**src/rtl/game_pkg.sv**
```systemverilog
// rtl/game_pkg.sv - shared state encoding and banner indices for the round sequencer
package game_pkg;

  typedef enum logic [2:0] {
    ST_IDLE,
    ST_REGEN,
    ST_COUNTDOWN,
    ST_RUN,
    ST_RESULT,
    ST_ERROR
  } state_t;

  localparam int BANNER_TITLE = 0;
  localparam int BANNER_WIN   = 1;
  localparam int BANNER_LOSE  = 2;
  localparam int BANNER_ERROR = 3;

endpackage

```
**src/rtl/sec_tick_gen.sv**
```systemverilog
// rtl/sec_tick_gen.sv - one-second strobe generator with clear and hold
module sec_tick_gen #(
  parameter int CLK_FREQ_HZ = 50_000_000
) (
  input  logic clk,
  input  logic arst_n,
  input  logic i_clear,
  input  logic i_hold,
  output logic o_tick
);

  localparam int CW = (CLK_FREQ_HZ > 1) ? $clog2(CLK_FREQ_HZ) : 1;
  localparam logic [CW-1:0] LAST = CW'(CLK_FREQ_HZ - 1);

  logic [CW-1:0] cnt;

  always_ff @(posedge clk or negedge arst_n) begin
    if (!arst_n) begin
      cnt <= '0;
    end else if (i_clear) begin
      cnt <= '0;
    end else if (!i_hold) begin
      cnt <= (cnt == LAST) ? '0 : cnt + 1'b1;
    end
  end

  // Not gated by i_clear: the tick itself is what ends COUNTDOWN/RESULT.
  assign o_tick = (cnt == LAST) && !i_hold;

endmodule

```
**src/rtl/round_sequencer.sv**
```systemverilog
// rtl/round_sequencer.sv - round controller: regen, countdown, run, result banner
module round_sequencer
  import game_pkg::*;
#(
  parameter int CLK_FREQ_HZ   = 50_000_000,
  parameter int COUNTDOWN_SEC = 3,
  parameter int RESULT_SEC    = 2,
  parameter int READY_TIMEOUT = 1_000_000,
  parameter int RATING_WIDTH  = 8,
  parameter int NUM_IMAGES    = 4
) (
  input  logic                           clk,
  input  logic                           arst_n,
  input  logic                           i_start,
  input  logic                           i_pause,
  input  logic                           i_win1,
  input  logic                           i_lose1,
  input  logic                           i_lose2,
  input  logic                           i_ready,
  output logic                           o_regenerate_level,
  output logic                           o_game_running,
  output logic                           o_show_banner,
  output logic [$clog2(NUM_IMAGES)-1:0]  o_image_number,
  output logic [RATING_WIDTH-1:0]        o_rating,
  output logic [3:0]                     o_countdown
);

  localparam int IMG_W = $clog2(NUM_IMAGES);
  localparam int TMO_W = $clog2(READY_TIMEOUT + 1);
  localparam int RES_W = $clog2(RESULT_SEC + 1);

  state_t            state;
  state_t            next_state;
  logic              start_q;
  logic              start_edge;
  logic              lose_evt;
  logic              win_evt;
  logic              tick;
  logic              tick_clear;
  logic              tick_hold;
  logic [TMO_W-1:0]  wait_cnt;
  logic [RES_W-1:0]  res_cnt;
  logic              res_win;

  assign start_edge = i_start && !start_q;
  assign lose_evt   = !i_pause && (i_lose1 || i_lose2);
  assign win_evt    = !i_pause && i_win1;
  assign tick_clear = (next_state != state);
  assign tick_hold  = (state == ST_COUNTDOWN) && i_pause;

  sec_tick_gen #(
    .CLK_FREQ_HZ(CLK_FREQ_HZ)
  ) u_tick (
    .clk    (clk),
    .arst_n (arst_n),
    .i_clear(tick_clear),
    .i_hold (tick_hold),
    .o_tick (tick)
  );

  // The regen pulse marks the first REGEN cycle, where i_ready is not yet trusted.
  always_comb begin
    next_state = state;
    case (state)
      ST_IDLE:      if (start_edge) next_state = ST_REGEN;
      ST_REGEN: begin
        if (!o_regenerate_level && i_ready) next_state = ST_COUNTDOWN;
        else if (wait_cnt == TMO_W'(READY_TIMEOUT - 1)) next_state = ST_ERROR;
      end
      ST_COUNTDOWN: if (tick && o_countdown == 4'd1) next_state = ST_RUN;
      ST_RUN:       if (lose_evt || win_evt) next_state = ST_RESULT;
      ST_RESULT: begin
        if (tick && res_cnt == RES_W'(RESULT_SEC - 1))
          next_state = res_win ? ST_REGEN : ST_IDLE;
      end
      ST_ERROR:     if (start_edge) next_state = ST_REGEN;
      default:      next_state = ST_IDLE;
    endcase
  end

  always_ff @(posedge clk or negedge arst_n) begin
    if (!arst_n) begin
      state              <= ST_IDLE;
      start_q            <= 1'b0;
      wait_cnt           <= '0;
      res_cnt            <= '0;
      res_win            <= 1'b0;
      o_regenerate_level <= 1'b0;
      o_game_running     <= 1'b0;
      o_show_banner      <= 1'b1;
      o_image_number     <= IMG_W'(BANNER_TITLE);
      o_rating           <= '0;
      o_countdown        <= 4'd0;
    end else begin
      start_q            <= i_start;
      state              <= next_state;
      o_regenerate_level <= 1'b0;
      o_game_running     <= (next_state == ST_RUN) && !i_pause;

      if (next_state != state) begin
        case (next_state)
          ST_IDLE: begin
            o_show_banner  <= 1'b1;
            o_image_number <= IMG_W'(BANNER_TITLE);
          end
          ST_REGEN: begin
            o_regenerate_level <= 1'b1;
            wait_cnt           <= '0;
          end
          ST_COUNTDOWN: begin
            o_show_banner <= 1'b0;
            o_countdown   <= 4'(COUNTDOWN_SEC);
          end
          ST_RUN: begin
            o_show_banner <= 1'b0;
            o_countdown   <= 4'd0;
          end
          ST_RESULT: begin
            o_show_banner <= 1'b1;
            res_cnt       <= '0;
            // Lose wins a tie with a same-cycle win.
            if (lose_evt) begin
              res_win        <= 1'b0;
              o_image_number <= IMG_W'(BANNER_LOSE);
              if (o_rating != '0) o_rating <= o_rating - 1'b1;
            end else begin
              res_win        <= 1'b1;
              o_image_number <= IMG_W'(BANNER_WIN);
              if (o_rating != '1) o_rating <= o_rating + 1'b1;
            end
          end
          ST_ERROR: begin
            o_show_banner  <= 1'b1;
            o_image_number <= IMG_W'(BANNER_ERROR);
          end
          default: ;
        endcase
      end else begin
        case (state)
          ST_REGEN:     wait_cnt <= wait_cnt + 1'b1;
          ST_COUNTDOWN: if (tick) o_countdown <= o_countdown - 4'd1;
          ST_RESULT:    if (tick) res_cnt <= res_cnt + 1'b1;
          default: ;
        endcase
      end
    end
  end

endmodule

```
**config.mk**
```make
export PLATFORM = sky130hd
export DESIGN_NAME = round_sequencer
export DESIGN_NICKNAME = d
export VERILOG_FILES = /design/src/rtl/game_pkg.sv /design/src/rtl/sec_tick_gen.sv /design/src/rtl/round_sequencer.sv
export SDC_FILE = /design/constraint.sdc
export NUM_CORES = 1
export LEC_CHECK = 0
export BUFFER_PORTS_ARGS = -buffer_cell sky130_fd_sc_hd__buf_2
export CELL_PAD_IN_SITES_DETAIL_PLACEMENT = 0
export CELL_PAD_IN_SITES_GLOBAL_PLACEMENT = 1
export CORE_MARGIN = 2
export CORE_UTILIZATION = 45
export DETAILED_ROUTE_END_ITERATION = 12
export PLACE_DENSITY_LB_ADDON = 0.1
export SLEW_MARGIN = 20
export SYNTH_ARGS = -nofsm -noshare
export SYNTH_HDL_FRONTEND = slang
export SYNTH_SLANG_ARGS = --single-unit
```
**constraint.sdc**
```tcl
create_clock -name clk -period 3.1 [get_ports clk]
set_input_delay 0.465 -clock clk [delete_from_list [all_inputs] [get_ports clk]]
set_output_delay 0.465 -clock clk [all_outputs]
set_load 0.01 [all_outputs]
```
==> impl_metrics.env, run 1 <==
export IMPL_outcome="completed"
export IMPL_power_leakage_nw=2.006
export IMPL_stdcell_count=594
export IMPL_finalSetupViolations=0
export IMPL_drt_total_wl_um=9558
export IMPL_max_cap_violations=0
export IMPL_synth_area_leaders="dfrtp_1 (42%), nor2_1 (5.1%), xnor2_1 (4.3%), nand2_1 (4.0%), ha_1 (3.4%)"
export IMPL_ys_seq_elements=70
export IMPL_p_per_area_mw_per_mm2=750.7
export IMPL_p_switching_mw=1.277
export IMPL_seq_area_frac_synth_pct=42.86
export IMPL_irDropWorstVdd_v=0.0004677
export IMPL_cts_resized=0
export IMPL_syn_to_final_growth_pct=12.54
export IMPL_hold_viol_final=0
export IMPL_grt_pass1_vias=3278
export IMPL_yosys_warnings=0
export IMPL_dp_hpwl_um=6649
export IMPL_syn_inst=450
export IMPL_rsz0062_at_grt="false"
export IMPL_fin_util_pct=52.53
export IMPL_whs_ns=0.2363
export IMPL_synth_async_reset_ratio_pct=100.0
export IMPL_synth_top_area_cell="dfrtp_1"
export IMPL_clock_fmax_mhz=373.5
export IMPL_syn_area_per_cell_um2=9.089
export IMPL_clock_sinks=70
export IMPL_rows=34
export IMPL_synth_edf_count=0
export IMPL_place_gp_congestion=0.8528
export IMPL_holdCritPathClass="in -> async"
export IMPL_grt_overflow=0
export IMPL_drive_above_1_share_pct=14.61
export IMPL_drc=0
export IMPL_wl_per_cell_um=16.09
export IMPL_dieArea_mm2=0.009867
export IMPL_tns_ns=0
export IMPL_firstDrtPassIters=4
export IMPL_nNetsFinal=501
export IMPL_switching_share_pct=36.95
export IMPL_num_vias=3414
export IMPL_postCtsSetupBuffers=0
export IMPL_clock_skew_ns=0.007568
export IMPL_netlist_area_mm2=0.004090
export IMPL_clock_latency_ns=0.35
export IMPL_startpoint_type="register"
export IMPL_root_buffer="clkbuf_8"
export IMPL_coreArea_mm2=0.008763
export IMPL_grt_use_total_pct=20.27
export IMPL_antennaDiodeCount=0
export IMPL_postCtsHoldBufs=0
export IMPL_ctsHtreeMaxLevel=3
export IMPL_cts_tree="built"
export IMPL_tightest_slew_ns=0.8841
export IMPL_drtIter0Drc=128
export IMPL_crit_path_end_kind="register"
export IMPL_sequentialPowerShare_pct=36.2
export IMPL_relSlewSlack_pct=41.06
export IMPL_worstPathMaxFanout=7
export IMPL_crit_type="reg -> reg"
export IMPL_die_w_um=99.34
export IMPL_io_buffer_count=24
export IMPL_period_needed_ns=2.677
export IMPL_cts_buffer_depth=2
export IMPL_grt_start_max_net_pins=71
export IMPL_clockPowerShare_pct=29.0
export IMPL_start_util_pct=46.67
export IMPL_grt_pass1_wl_um=16040
export IMPL_pwr_share_comb_pct=34.7
export IMPL_placed_cells=578
export IMPL_ios=25
export IMPL_slew_violations=0
export IMPL_die_h_um=99.34
export IMPL_ys_types=62
export IMPL_min_period_over_period_pct=86.37
export IMPL_clkTransAtPathRegs_ns=0.08
export IMPL_synth_top_cell_area_share_pct=42.21
export IMPL_arrival_ns=2.91
export IMPL_viasPerCell=5.747
export IMPL_power_total_mw=3.456
export IMPL_internal_power_mw=2.179
export IMPL_cts_buffers=9
export IMPL_synth_main_ff_cell="dfrtp_1"
export IMPL_antenna_found_initial=0
export IMPL_syn_num_nets=470
export IMPL_drtAntennaViolNets=0
export IMPL_crit_required_ns=3.33
[final cells by class]
cell class / count / area (µm²)
multi-input combinational: 350 / 2191
timing repair buffer: 33 / 190.2
tap: 108 / 135.1
sequential: 70 / 1753
clock inverter: 7 / 146.4
inverter: 17 / 63.81
fill: 834 / 4160
clock buffer: 9 / 123.9
[cell usage in the layout, fill, tap and decap left out, types with 2 or more instances in the layout]
cell | netlist | layout
nor3b_1 | 3 | 3
xnor2_1 | 20 | 20
nand2_1 | 44 | 44
a21o_1 | 4 | 4
or4_1 | 4 | 4
clkinv_4 | 0 | 3
clkbuf_8 | 0 | 9
o21ai_0 | 27 | 27
nor4_1 | 12 | 12
nand2b_1 | 5 | 5
o31ai_1 | 3 | 3
mux2_2 | 5 | 5
a21oi_1 | 23 | 23
buf_4 | 2 | 10
and3_1 | 9 | 9
buf_2 | 3 | 23
nand4b_1 | 2 | 2
ha_1 | 11 | 11
nor3_1 | 15 | 15
nand3_1 | 23 | 23
or3_1 | 6 | 6
nand4_1 | 16 | 16
or2_2 | 2 | 2
xor2_1 | 12 | 12
o2bb2ai_1 | 2 | 2
inv_1 | 17 | 17
nor2b_1 | 5 | 5
nor2_1 | 56 | 56
nor4b_1 | 2 | 2
bufinv_16 | 0 | 4
dfrtp_1 | 69 | 69
a211o_1 | 3 | 3
mux2i_1 | 7 | 7
[power by group through the flow]
stage	clock, mW	combinational, mW	sequential (mW)
floorplan	0	0.906	1.25
global placement	0	1.20	1.26
detailed placement	0	1.21	1.27
CTS	1.02	1.22	1.25
global route	1.06	1.34	1.28
finish	1.00	1.20	1.25
[Yosys cell counts, types with 5 or more instances]
cell,n
dfrtp_1,69
nand2b_1,5
ha_1,11
xor2_1,12
o21ai_0,27
clkbuf_1,5
nor2_1,56
nor4_1,12
mux2_2,5
a21oi_1,23
xnor2_1,20
nand3_1,23
or3_1,6
mux2i_1,7
nor2b_1,5
nor3_1,15
nand2_1,44
inv_1,17
and3_1,9
nand4_1,16
[worst paths after layout]
path                                          startpoint                    endpoint  slack, ns  cells after the start
worst max-delay path            wait_cnt[10]$_DFFE_PN0P_  o_countdown[1]$_DFFE_PN0P_       0.42                      8
worst min-delay path                              arst_n   u_tick.cnt[2]$_DFFE_PN0P_       0.24                      1
worst max register to register  wait_cnt[10]$_DFFE_PN0P_  o_countdown[1]$_DFFE_PN0P_       0.42                      8
worst min register to register    res_cnt[0]$_DFFE_PN0P_      res_cnt[0]$_DFFE_PN0P_       0.49                      1
max in group asynchronous                         arst_n     wait_cnt[3]$_DFFE_PN0P_       2.29                      1
min in group clk                                 i_start           start_q$_DFF_PN0_       0.26                      1
[registers in the layout, summed over array words and instances (netlist names), 2 cells and up]
register,cells
res_cnt,2
o_countdown,4
o_rating,8
state,3
wait_cnt,20
o_image_number,2
u_tick.cnt,26
[kinds of logic (layout without fill, tap and decap cells)]
| kind of cell | count (synthesis) | in the layout | synth area share, % |
|---|---|---|---|
| AND/OR/NAND/NOR | 218 | 218 | 28.11 |
| AO/OA/AOI/OAI | 75 | 75 | 11.29 |
| XOR/XNOR | 32 | 32 | 6.852 |
| adder cells (fa/ha/maj) | 12 | 12 | 3.854 |
| flip-flops | 70 | 70 | 42.86 |
| multiplexers | 13 | 13 | 3.457 |
| buffers and inverters | 30 | 66 | 3.579 |
[per-stage QoR]
step                      setup WS, ns  instance area, µm²
final                           0.4227                4603
after CTS                       0.3956                4603
after floorplan                 0.4912                4090
after global placement          0.4043                4333
after detailed placement        0.3095                4333
after global routing            0.2618                4603
[metal layers]
metal | vias up | wire (µm) | global-route usage, %
li1 | 1662 | - | -
met1 | 1691 | 4573 | 27.67
met2 | 51 | 4525 | 32.59
met3 | 10 | 335 | 3.514
met4 | 0 | 124 | 7.271
met5 | - | 0 | 0
[critical path, stage by stage (launching register included)]
cell,delay [ns]
dfrtp_1,0.44
or4b_2,0.64
nor4_1,0.28
buf_4,0.18
a21oi_2,0.09
nand2_1,0.10
a211o_2,0.21
mux2_4,0.32
a211o_1,0.30
Power figures use the tool's default switching activity.
==> run 2, diff against run 1 <==
==> constraint.sdc (replaced) <==
create_clock -name clk -period 3.1 [get_ports clk]
set_input_delay 0.155 -clock clk [delete_from_list [all_inputs] [get_ports clk]]
set_output_delay 0.155 -clock clk [all_outputs]
set_load 0.01 [all_outputs]
==> impl_metrics.env, run 2 (synthesis results as in run 1) <==
export IMPL_outcome="completed"
export IMPL_grt_overflow=0
export IMPL_slew_violations=0
export IMPL_power_total_mw=3.175
export IMPL_placed_area_mm2=0.004333
export IMPL_slowest_stage="or4b_4"
export IMPL_syn_to_final_growth_pct=11.13
export IMPL_seqCellArea_mm2=0.001753
export IMPL_worstPathMaxFanout=7
export IMPL_root_buffer="clkbuf_8"
export IMPL_grt_pass1_wl_um=15840
export IMPL_crit_required_ns=3.34
export IMPL_wl_per_cell_um=15.67
export IMPL_holdCritPathClass="in -> reg"
export IMPL_fin_ws_ns=0.3718
export IMPL_cp_cell_sequence="or4b_4, nor4_4, nand3_2, o21ai_4, a211o_2, mux2_4, a211o_1"
export IMPL_place_gp_congestion=0.8331
export IMPL_irDropWorstVdd_v=0.0004331
export IMPL_ios=25
export IMPL_tightest_slew_ns=0.9124
export IMPL_grt_pass1_vias=3236
export IMPL_num_vias=3341
export IMPL_drt_total_wl_um=9342
export IMPL_startpoint_type="register"
export IMPL_period_needed_ns=2.728
export IMPL_clock_sinks=70
export IMPL_arrival_ns=2.96
export IMPL_drtAntennaViolNets=0
export IMPL_min_period_over_period_pct=88.01
export IMPL_cts_resized=0
export IMPL_largest_register="u_tick.cnt"
export IMPL_multi_input_area_mm2=0.002191
export IMPL_clock_skew_ns=0.01148
export IMPL_drtIter0Drc=123
export IMPL_crit_type="reg -> reg"
export IMPL_fin_area_mm2=0.004546
export IMPL_coreArea_mm2=0.008763
export IMPL_clock_fmax_mhz=366.5
export IMPL_fin_util_pct=51.87
export IMPL_viasPerCell=5.606
export IMPL_antenna_found_initial=0
export IMPL_tns_ns=0
export IMPL_die_w_um=99.34
export IMPL_grt_start_max_net_pins=71
export IMPL_nNetsFinal=503
export IMPL_start_util_pct=46.67
export IMPL_largest_register_ffs=26
export IMPL_fillers=839
export IMPL_grt_use_total_pct=20.20
export IMPL_hold_viol_final=0
export IMPL_drive_above_1_share_pct=14.14
export IMPL_p_per_area_mw_per_mm2=698.6
export IMPL_critical_path_max_stage_delay_ns=0.58
export IMPL_die_h_um=99.34
export IMPL_io_buffer_count=24
export IMPL_mostFrequentLayoutCells="dfrtp_1 (69), nor2_1 (56), nand2_1 (44)"
export IMPL_finalSetupViolations=0
export IMPL_clkTransAtPathRegs_ns=0.07
export IMPL_path_delay_family="simple AND/OR/NAND/NOR gates"
export IMPL_dp_slack_ns=0.3829
export IMPL_crit_path_end_kind="register"
export IMPL_top_regs="u_tick.cnt (26), wait_cnt (20), o_rating (8)"
export IMPL_cts_buffer_depth=2
export IMPL_cts_buffers=9
export IMPL_firstDrtPassIters=4
export IMPL_max_cap_violations=0
export IMPL_dp_hpwl_um=6672
export IMPL_critPathBufInv=0
export IMPL_dieArea_mm2=0.009867
export IMPL_antennaDiodeCount=0
export IMPL_drc=0
export IMPL_relSlewSlack_pct=39.17
export IMPL_ctsHtreeMaxLevel=3
export IMPL_rows=34
export IMPL_rsz0062_at_grt="false"
export IMPL_final_common_cell="dfrtp_1"
export IMPL_clock_latency_ns=0.35
export IMPL_cts_tree="built"
export IMPL_power_leakage_nw=1.979
## run 2: worst paths after layout
kind	start	endpoint	slack (ns)	cells past startpoint
min reg2reg	res_win$_DFFE_PN0P_	res_win$_DFFE_PN0P_	0.49	2
min in group asynchronous	arst_n	u_tick.cnt[8]$_DFFE_PN0P_	0.47	2
max in group asynchronous	arst_n	start_q$_DFF_PN0_	2.03	2
min	i_pause	o_game_running$_DFF_PN0_	0.07	2
max reg2reg	u_tick.cnt[10]$_DFFE_PN0P_	o_countdown[1]$_DFFE_PN0P_	0.37	7
max	u_tick.cnt[10]$_DFFE_PN0P_	o_countdown[1]$_DFFE_PN0P_	0.37	7
## run 2: cell type report
class,count,area share (%)
Inverter,17,1.404
Clock inverter,4,1.046
Tap cell,108,2.973
Timing Repair Buffer,35,4.624
Multi-Input combinational cell,350,48.20
Clock buffer,12,3.193
Sequential cell,70,38.56
## run 2: what timing repair did
| action | CTS | global route |
|---|---|---|
| hold buffers | 2 | 0 |
| setup buffers | 0 | 0 |
| setup endpoints to repair | 0 | 0 |
| hold endpoints to repair | 70 | 0 |
## run 2: per-stage QoR
stage,instances,hold slack (ns)
floorplan,450,-0.1406
global placement,578,0.3112
detailed placement,578,0.3156
CTS,596,0.05552
global route,596,0.07695
finish,596,0.06600
## run 2: report_power, final
part | internal (mW) | switching [mW] | total (mW)
combinational | 0.497 | 0.697 | 1.19
clock | 0.392 | 0.344 | 0.735
sequential | 1.07 | 0.181 | 1.25
total | 1.95 | 1.22 | 3.18
## run 2: worst reg2reg max path, cell delays in order, from the launching register on
cell and delay [ns]:
dfrtp_1 0.45, or4b_4 0.58, nor4_4 0.35, nand3_2 0.22, o21ai_4 0.22, a211o_2 0.20, mux2_4 0.31, a211o_1 0.29
## run 2: layer usage
metal	track usage (%)	up-vias	part of all wire [%]
li1	-	1670	-
met1	26.43	1617	47
met2	33.99	44	50
met3	3.514	10	2.5
met4	6.849	0	1.2
met5	0	-	0
==> run 3, diff against run 2 <==
--- a/config.mk
+++ b/config.mk
@@ -9,7 +9,7 @@
 export CELL_PAD_IN_SITES_DETAIL_PLACEMENT = 0
 export CELL_PAD_IN_SITES_GLOBAL_PLACEMENT = 1
 export CORE_MARGIN = 2
-export CORE_UTILIZATION = 45
+export CORE_UTILIZATION = 47
 export DETAILED_ROUTE_END_ITERATION = 12
 export PLACE_DENSITY_LB_ADDON = 0.1
 export SLEW_MARGIN = 20
==> impl_metrics.env, run 3 (synthesis results as in run 1) <==
export IMPL_start_util_pct=47.60
export IMPL_drt_total_wl_um=9299
export IMPL_coreArea_mm2=0.008593
export IMPL_regToRegSetupSlack_ns=0.31
export IMPL_power_total_mw=3.122
export IMPL_drtIter0Drc=143
export IMPL_num_vias=3392
export IMPL_rows=34
export IMPL_finalSetupViolations=0
export IMPL_dieArea_mm2=0.009464
export IMPL_place_gp_congestion=0.8193
export IMPL_drive_above_1_share_pct=13.81
export IMPL_clock_sinks=70
export IMPL_cts_buffer_depth=2
export IMPL_root_buffer="clkbuf_8"
export IMPL_die_h_um=97.29
export IMPL_p_per_area_mw_per_mm2=689.3
export IMPL_regToRegStartpoint="u_tick.cnt[10]$_DFFE_PN0P_"
export IMPL_irDropWorstVdd_v=0.0004316
export IMPL_fin_area_mm2=0.004529
export IMPL_cts_buffers=9
export IMPL_ctsHtreeMaxLevel=3
export IMPL_whs_endpoint="o_game_running$_DFF_PN0_"
export IMPL_hold_viol_final=0
export IMPL_clock_fmax_mhz=359.0
export IMPL_cts_tree="built"
export IMPL_arrival_ns=3.02
export IMPL_placed_area_mm2=0.004335
export IMPL_drtAntennaViolNets=0
export IMPL_dp_slack_ns=0.3580
export IMPL_holdCritPathClass="in -> reg"
export IMPL_power_leakage_nw=1.972
export IMPL_largest_register_ffs=26
export IMPL_crit_required_ns=3.33
export IMPL_outcome="completed"
export IMPL_grt_pass1_vias=3470
export IMPL_crit_type="reg -> reg"
export IMPL_relSlewSlack_pct=66.78
export IMPL_ios=25
export IMPL_largest_register="u_tick.cnt"
export IMPL_worstHoldStart="i_pause"
export IMPL_slowest_stage="or4b_4"
export IMPL_grt_pass1_wl_um=16270
export IMPL_clock_latency_ns=0.35
export IMPL_antenna_found_initial=0
export IMPL_drc=0
export IMPL_syn_to_final_growth_pct=10.74
export IMPL_clkTransAtPathRegs_ns=0.08
export IMPL_final_common_cell="dfrtp_1"
export IMPL_tightest_slew_ns=0.4965
export IMPL_worst_r2r_endpoint="o_countdown[1]$_DFFE_PN0P_"
export IMPL_rsz0062_at_grt="false"
export IMPL_min_period_over_period_pct=89.86
export IMPL_io_buffer_count=24
export IMPL_dp_hpwl_um=6627
export IMPL_nNetsFinal=502
export IMPL_period_needed_ns=2.786
export IMPL_max_cap_violations=0
export IMPL_mostFrequentLayoutCells="dfrtp_1 (69), nor2_1 (56), nand2_1 (44)"
export IMPL_tns_ns=0
export IMPL_top_regs="u_tick.cnt (26), wait_cnt (20), o_rating (8)"
export IMPL_die_w_um=97.29
export IMPL_fin_ws_ns=0.3144
export IMPL_antennaDiodeCount=0
export IMPL_worstPathMaxFanout=7
export IMPL_grt_use_total_pct=20.79
export IMPL_fin_util_pct=52.71
export IMPL_startpoint_type="register"
export IMPL_wl_per_cell_um=15.68
export IMPL_viasPerCell=5.720
export IMPL_grt_overflow=0
export IMPL_min_path_cells=2
export IMPL_clock_skew_ns=0.01314
export IMPL_cp_cell_sequence="or4b_4, nor4_4, nand3_2, o21ai_4, a211o_2, mux2_4, a211o_1"
export IMPL_r2r_worst_path_cells=7
export IMPL_cts_resized=0
export IMPL_grt_start_max_net_pins=71
export IMPL_firstDrtPassIters=4
export IMPL_fillers=840
export IMPL_critical_path_max_stage_delay_ns=0.58
export IMPL_slew_violations=0
export IMPL_crit_path_end_kind="register"
[run 3: changes by cell type in the layout (fill, tap and decap cells not counted)]
| cell | previous run | this run |
|---|---|---|
| clkbuf_1 | 2 | 1 |
| clkinvlp_4 | 1 | 0 |
| buf_12 | 0 | 1 |
| bufinv_16 | 1 | 0 |
| buf_4 | 10 | 7 |
| clkbuf_8 | 10 | 12 |
| buf_2 | 23 | 24 |
| clkinv_2 | 2 | 1 |
[run 3: worst max path at each step]
stage,startpoint,endpoint,slack (ns),cells after the start
floorplan,u_tick.cnt[10]$_DFFE_PN0P_,o_countdown[0]$_DFFE_PN0P_,0.49,8
global placement,u_tick.cnt[11]$_DFFE_PN0P_,wait_cnt[9]$_DFFE_PN0P_,0.40,7
detailed placement,u_tick.cnt[10]$_DFFE_PN0P_,o_countdown[1]$_DFFE_PN0P_,0.36,7
CTS,u_tick.cnt[10]$_DFFE_PN0P_,o_countdown[1]$_DFFE_PN0P_,0.35,7
global route,u_tick.cnt[11]$_DFFE_PN0P_,wait_cnt[9]$_DFFE_PN0P_,0.14,7
finish,u_tick.cnt[10]$_DFFE_PN0P_,o_countdown[1]$_DFFE_PN0P_,0.31,7
[run 3: area by class of cell]
type / count / area (µm²) / share of cell area, %
multi-input cells: 350 / 2191 / 48.37
flip-flops and latches: 70 / 1753 / 38.70
repair buffers: 34 / 212.7 / 4.696
clock buffers: 13 / 168.9 / 3.729
well taps: 108 / 135.1 / 2.983
inverters: 17 / 63.81 / 1.409
clock inverters: 1 / 5.005 / 0.1105
[run 3: power by group]
part           total, mW  switching [mW]  internal [mW]
Combinational       1.20           0.698          0.497
Sequential          1.25           0.183           1.07
Clock              0.678           0.331          0.347
Total               3.12            1.21           1.91
[run 3: routing by layer]
| metal | up-vias | track usage [%] | routed length [µm] |
|---|---|---|---|
| met2 | 49 | 34.72 | 4420 |
| li1 | 1667 | - | - |
| met4 | 0 | 6.838 | 146 |
| met5 | - | 0 | 0 |
| met1 | 1662 | 27.18 | 4469 |
| met3 | 14 | 4.245 | 263 |
[run 3: metrics by stage]
step                hold WS [ns]  std cells
finish                    0.1027        593
global route             0.09411        593
CTS                      0.08386        593
detailed placement        0.2128        577
global placement          0.2087        577
floorplan                -0.1406        450
[run 3: worst max-delay path: cells and delay by family, from the launching register on]
family          cells  cell delay [ns]
flops               1             0.45
simple gates        3             1.16
compound gates      3             0.75
mux                 1             0.31
[run 3: timing repair]
action,in CTS,in global routing
hold buffers,2,0
buffers inserted,0,0
endpoints found under the hold margin,70,0
